**config.mk**
```make
export PLATFORM = sky130hd
export DESIGN_NAME = regfile_wb_arbiter
export DESIGN_NICKNAME = d
export VERILOG_FILES = /design/src/rtl/regfile_wb_arbiter.sv
export SDC_FILE = /design/constraint.sdc
export NUM_CORES = 1
export LEC_CHECK = 0
export BUFFER_PORTS_ARGS = -buffer_cell sky130_fd_sc_hd__buf_2
export CAP_MARGIN = 30
export CORE_UTILIZATION = 25
export DETAILED_ROUTE_END_ITERATION = 16
export PLACE_DENSITY_LB_ADDON = 0.15
export SETUP_SLACK_MARGIN = 0.4
export SYNTH_ARGS = -nofsm -noshare
export SYNTH_HDL_FRONTEND = slang
export SYNTH_SLANG_ARGS = --single-unit
```
**constraint.sdc**
```tcl
create_clock -name clk -period 5.3 [get_ports clk]
set_clock_uncertainty 0.1 [all_clocks]
set_input_delay 0.53 -clock clk [delete_from_list [all_inputs] [get_ports clk]]
set_output_delay 0.53 -clock clk [all_outputs]
set_load 0.01 [all_outputs]
```
**src/rtl/regfile_wb_arbiter.sv**
```systemverilog
// regfile_wb_arbiter
// Shares the register file's single write port between two writeback
// sources (src0 = ALU, src1 = load). Each source has a one-entry holding
// buffer. A round-robin arbiter drains at most one buffer per cycle.
// Writes to register 0 are consumed silently. Pending buffered writes are
// reported against two read addresses so decode can stall.
//
// Ports:
//   clk, reset            rising-edge clock, synchronous active-high reset
//   s0_* / s1_*           valid/ready write offers (addr, data) per source
//   we, waddr, wdata      register file write port
//   raddr1, raddr2        read addresses to check for hazards
//   pend1, pend2          read address hits a buffered, uncommitted write
module regfile_wb_arbiter #(
   parameter int unsigned DATA_W = 32,
   parameter int unsigned ADDR_W = 5
) (
   input  logic              clk,
   input  logic              reset,
   input  logic              s0_valid,
   output logic              s0_ready,
   input  logic [ADDR_W-1:0] s0_addr,
   input  logic [DATA_W-1:0] s0_data,
   input  logic              s1_valid,
   output logic              s1_ready,
   input  logic [ADDR_W-1:0] s1_addr,
   input  logic [DATA_W-1:0] s1_data,
   output logic              we,
   output logic [ADDR_W-1:0] waddr,
   output logic [DATA_W-1:0] wdata,
   input  logic [ADDR_W-1:0] raddr1,
   input  logic [ADDR_W-1:0] raddr2,
   output logic              pend1,
   output logic              pend2
);

   typedef struct packed {
      logic [ADDR_W-1:0] addr;
      logic [DATA_W-1:0] data;
   } wb_t;

   // Round-robin pointer: which source wins when both holds are valid.
   typedef enum logic {
      RR_S0 = 1'b0,
      RR_S1 = 1'b1
   } rr_t;

   rr_t  rr_q, rr_d;
   logic hold0_valid_q, hold0_valid_d;
   logic hold1_valid_q, hold1_valid_d;
   wb_t  hold0_q, hold0_d;
   wb_t  hold1_q, hold1_d;

   logic grant0, grant1;
   logic accept0, accept1;
   wb_t  win;

   // Arbitration, handshake and write-port drive; everything is held quiet in reset.
   always_comb begin
      grant0 = 1'b0;
      grant1 = 1'b0;
      win    = '0;

      if (!reset) begin
         grant0 = hold0_valid_q & (!hold1_valid_q | (rr_q == RR_S0));
         grant1 = hold1_valid_q & (!hold0_valid_q | (rr_q == RR_S1));
      end

      if (grant0)      win = hold0_q;
      else if (grant1) win = hold1_q;

      s0_ready = !reset & (!hold0_valid_q | grant0);
      s1_ready = !reset & (!hold1_valid_q | grant1);
      accept0  = s0_valid & s0_ready;
      accept1  = s1_valid & s1_ready;

      // A granted register-0 entry is consumed without a write.
      we    = (grant0 | grant1) & (win.addr != '0);
      waddr = win.addr;
      wdata = win.data;
   end

   // Hazard query includes the entry being issued this cycle (not yet readable).
   always_comb begin
      pend1 = !reset & (raddr1 != '0) &
              ((hold0_valid_q & (hold0_q.addr == raddr1)) |
               (hold1_valid_q & (hold1_q.addr == raddr1)));
      pend2 = !reset & (raddr2 != '0) &
              ((hold0_valid_q & (hold0_q.addr == raddr2)) |
               (hold1_valid_q & (hold1_q.addr == raddr2)));
   end

   // Next state: pointer flips to the other source on any grant; an accept
   // overrides a same-cycle drain so the hold stays valid with new contents.
   always_comb begin
      rr_d          = rr_q;
      hold0_valid_d = hold0_valid_q;
      hold1_valid_d = hold1_valid_q;
      hold0_d       = hold0_q;
      hold1_d       = hold1_q;

      if (grant0)      rr_d = RR_S1;
      else if (grant1) rr_d = RR_S0;

      if (accept0) begin
         hold0_valid_d = 1'b1;
         hold0_d       = '{addr: s0_addr, data: s0_data};
      end else if (grant0) begin
         hold0_valid_d = 1'b0;
      end

      if (accept1) begin
         hold1_valid_d = 1'b1;
         hold1_d       = '{addr: s1_addr, data: s1_data};
      end else if (grant1) begin
         hold1_valid_d = 1'b0;
      end
   end

   // Control state; reset drops buffered writes and favours src0.
   always_ff @(posedge clk) begin
      if (reset) begin
         rr_q          <= RR_S0;
         hold0_valid_q <= 1'b0;
         hold1_valid_q <= 1'b0;
      end else begin
         rr_q          <= rr_d;
         hold0_valid_q <= hold0_valid_d;
         hold1_valid_q <= hold1_valid_d;
      end
   end

   // Payload registers are qualified by the valid flags and need no reset.
   always_ff @(posedge clk) begin
      hold0_q <= hold0_d;
      hold1_q <= hold1_d;
   end

endmodule
```
# After elaboration in Yosys (flattened, before gate mapping)
# Cells that the tools add are included.
# Widths: inputs -> output; s select.
# totals
regBits	77
in_bits	88
out_inout_bits	42
# op_classes
eq_ne	4
mux	9
n_bitwise	23
n_reduce_logical	9
# op_table
cell	count
$mux 37	2
$eq 5x5->1	4
$and 1x1->1	15
$reduce_bool 5->1	3
$mux 1	7
$or 1x1->1	7
$reduce_bool 2->1	3
$logic_not 1->1	3
$not 1->1	1

# Logic depth before layout (Yosys ltp)
# logic_depth
ltp_word	8
mapped_depth	5
mapped_depth_nobuf	4

# Worst setup path after synthesis
# No wires, ideal clock.
# synth_path
kind	input port to flip-flop
startpoint	in reset
endpoint	reg hold1_q[0] (netlist bit) (enable)
setup_time_ps	398
arrival_time_ps	1935
required_time_ps	4802
slack_ps	2867
path_stages	3
path_cell_list	clkbuf_1 a21oi_1 and2_1
# synth_via
elab_chain_cells	4
word_cells_on_any_way	5
classes_between	mux: 1; bitwise: 3; reduce/logical: 1
# synth_rtl
item	line	rtl
start, declared	19	input logic reset,
$mux 1	64	if (!reset) begin
$or 1x1->1	73	s1_ready = !reset & (!hold1_valid_q | grant1);
$and 1x1->1 (*)	73	
net s1_ready	25	output logic s1_ready,
$and 1x1->1 (*)	75	accept1 = s1_valid & s1_ready;
net accept1	55	logic accept0, accept1;
end signal, assigned	136	hold1_q <= hold1_d;
end, declared	52	wb_t hold1_q, hold1_d;
# The timed path passes the listed nets; every way through them passes the cells marked *.
# A chain may end at the register's enable or synchronous reset.

# Worst setup path after layout
# layout_path
startpoint	reg hold1_valid_q
endpoint	out wdata[1]
# layout_via
elab_chain_cells	5
word_cells_on_any_way	8
classes_between	mux: 4; bitwise: 3; reduce/logical: 1
# layout_rtl
item	line	rtl
start, declared	50	logic hold1_valid_q, hold1_valid_d;
start signal, assigned	129	hold1_valid_q <= hold1_valid_d;
$logic_not 1->1	65	grant0 = hold0_valid_q & (!hold1_valid_q | (rr_q == RR_S0));
$or 1x1->1	65	
$and 1x1->1	65	
$mux 1	64	
$mux 37 (*)	69	if (grant0) win = hold0_q;
end, declared	30	output logic [DATA_W-1:0] wdata,
# Mark *: on every way between the ends. The rest lies on a longest branch, timed or not.

==> metrics.yaml <==
setup_path:
  worstReg2RegStart: "hold0_valid_q"
  worstPathMaxFanout: 22
  cp_top_family: "simple AND/OR/NAND/NOR gates"
  start_kind: "flip-flop"
  critical_path.startpoint: "hold1_valid_q"
  slowest_delay_ns: 0.80
  crit_path_top_delay_cell: "nor3b_4"
  critPathBufInv: 2
  worst_ep_required_time_ns: 4.67
  arrival_ns: 2.47
  crit_type: "flip-flop to primary output"
  path_cells: "and2_4 > nor3b_4 > buf_4 > a22o_1 > buf_2"
  endpoint_kind: "primary output"
cts:
  cts_setup_buffers: 0
  cts_root_buf: "clkbuf_16"
  cts_hold_buf: 0
  clk_pin_slew_ns: 0.06
  clock_sinks: 77
  cts_tree: "yes"
  cts-resized-gates: 0
  numCtsBuffers: 9
  clk_latency_ns: 0.33
  clock_path_buffers: 2
  cts_max_level: 3
cells_and_area:
  layout_commonest_cell: "buf_2"
  fillCellCount: 1210
  multi_input_area_um2: 751
  fin_cells: 472
  seq_area_um2: 2280
  finalNetCount: 407
  final_cell_mix: "buf_2 (129), edfxtp_1 (74), a22o_1 (32), xor2_1 (16), nor2_1 (11)"
  layout-drive-gt1-share: 0.466
  syn_to_final_growth_pct: 36.0
outcome:
  status: "finished clean"
yosys:
  synthFlopType: "edfxtp_1"
  syn_nets: 271
  ys_types: 25
  syn_inst: 183
  synthArstFlopShare: 0
  synth.avg_cell_area_um2: 16.8
  syn_area_um2: 3080
  synth-seq-area-share: 0.742
  synth-seq-cells: 77
  ys.warnings.count: 0
  synth_edf_count: 74
timing:
  hold_violations: 0
  fmax_mhz: 323
  finalWorstPathRequiredPeriod_ns: 3.10
  finalSetupTns_ns: 0
  worst_pin_slew_ns: 0.985
  finalSetupViolCount: 0
  fin_crit_sh: 0.584
  rsz0062_at_grt: "false"
  max_slew_margin: 0.342
  drv_slew: 0
global_routing:
  grt_max_degree: 31
  use_met2: 0.202
  grt.met3_usage: 0.0530
  busiest_layer: "met2"
  track_usage: 0.124
  grt_pass1_vias: 2177
  gr-usage-met1: 0.148
  grt_pass1_wl_um: 11700
  antenna_found_initial: 2
  overflow: 0
power_and_ir_drop:
  seqPwrFrac: 0.517
  p_leak_nw: 1.71
  p_int_mw: 1.07
  combinationalPowerShare: 0.091
  peakVddDrop_v: 0.000182
  power_density_nw_per_um2: 329
  p_switching_mw: 0.309
  clkPwrFrac: 0.392
  switching_share: 0.225
routing:
  drc: 0
  ant_nets: 0
  via_per_inst: 4.43
  routed_wl_um: 7530
  drt_iter0_markers: 37
  avgRoutedWirePerCell_um: 16.0
  num_vias: 2090
  dr.pass1.iters: 4
placed_design:
  place_congestion: 0.800
  placed_cells: 455
  io_buffers: 129
  dp_hpwl_um: 5260
die:
  core_um2: 12000
  dieArea_um2: 12800
  start_util: 0.256
  fp.dieH_um: 113
  pin_count: 130
  die_w_um: 113
  core.rowCount: 40
worst_hold_path:
  hold_class: "input port to flip-flop"
  hp-start: "s0_data[15]"
flow_run:
  drv_cap: 0
flip-flops by register name, summed over array words and instances (netlist names):
register	flops
hold0_q	37
hold1_q	37
hold0_valid_q	1
hold1_valid_q	1
rr_q	1
cell families (layout without fill, tap and decap cells):
kind of cell / Yosys count / in the layout / share of synthesized area
simple gates: 29 / 29 / 0.0521
flops: 77 / 77 / 0.742
compound gates: 42 / 42 / 0.114
buf+inv: 10 / 151 / 0.0191
other cells: 0 / 1 / 0
xor+xnor: 20 / 20 / 0.0569
mux: 5 / 5 / 0.0163
cell type report:
class / count / area share
multi-input cells: 96 / 0.179
repair buffers: 133 / 0.167
flip-flops and latches: 77 / 0.545
clock buffers: 9 / 0.0538
well taps: 147 / 0.0439
inverters: 2 / 0.00179
clock inverters: 7 / 0.00777
diodes: 1 / 0.000598
final timing paths:
kind | end | slack [ns] | cells past startpoint
hold reg to reg | rr_q | 0.42 | 2
setup / recovery | wdata[1] | 2.20 | 5
setup reg to reg | hold1_q[30] | 3.38 | 4
hold / removal | hold0_q[15] | 0.27 | 1
power by group through the flow:
stage / clock network, mW / logic (mW) / registers [mW]
2_1_floorplan: 0 / 0.0595 / 0.721
3_3_place_gp: 0 / 0.124 / 0.726
6_report: 0.540 / 0.126 / 0.711
3_5_place_dp: 0 / 0.129 / 0.725
5_1_grt: 0.581 / 0.139 / 0.714
4_1_cts: 0.559 / 0.129 / 0.712
per-layer routing:
metal	wire length [um]	part of all wire
met3	707	0.094
met2	3520	0.47
met5	8	0.0011
met4	88	0.012
met1	3210	0.43
Yosys cell counts, types with 2 or more instances:
cell type  count  area (um^2)
edfxtp_1      74         2220
xnor2_1        4         35.0
a221oi_1       2         17.5
a21oi_1        5         25.0
nor3_1         2         10.0
buf_6          2         22.5
xor2_1        16          140
nor2_1        11         41.3
inv_1          2         7.51
nand3_1        4         20.0
and2_1         2         12.5
buf_2          5         25.0
a22o_1        32          280
dfxtp_1        3         60.1
nor4_1         5         31.3
mux2i_1        5         50.1
through the flow:
step | worst slack, ns | hold slack, ns | util | instance area [um^2] | power (mW)
floorplan | 2.87 | 0.386 | - | 3080 | 0.781
finish | 2.20 | 0.272 | 0.348 | 4190 | 1.38
CTS | 2.15 | 0.256 | 0.348 | 4180 | 1.40
global placement | 2.29 | 0.409 | 0.323 | 3880 | 0.850
global route | 2.01 | 0.260 | 0.348 | 4190 | 1.43
detailed placement | 2.28 | 0.419 | 0.327 | 3930 | 0.853
No activity file was read; power rests on OpenSTA's default activity.
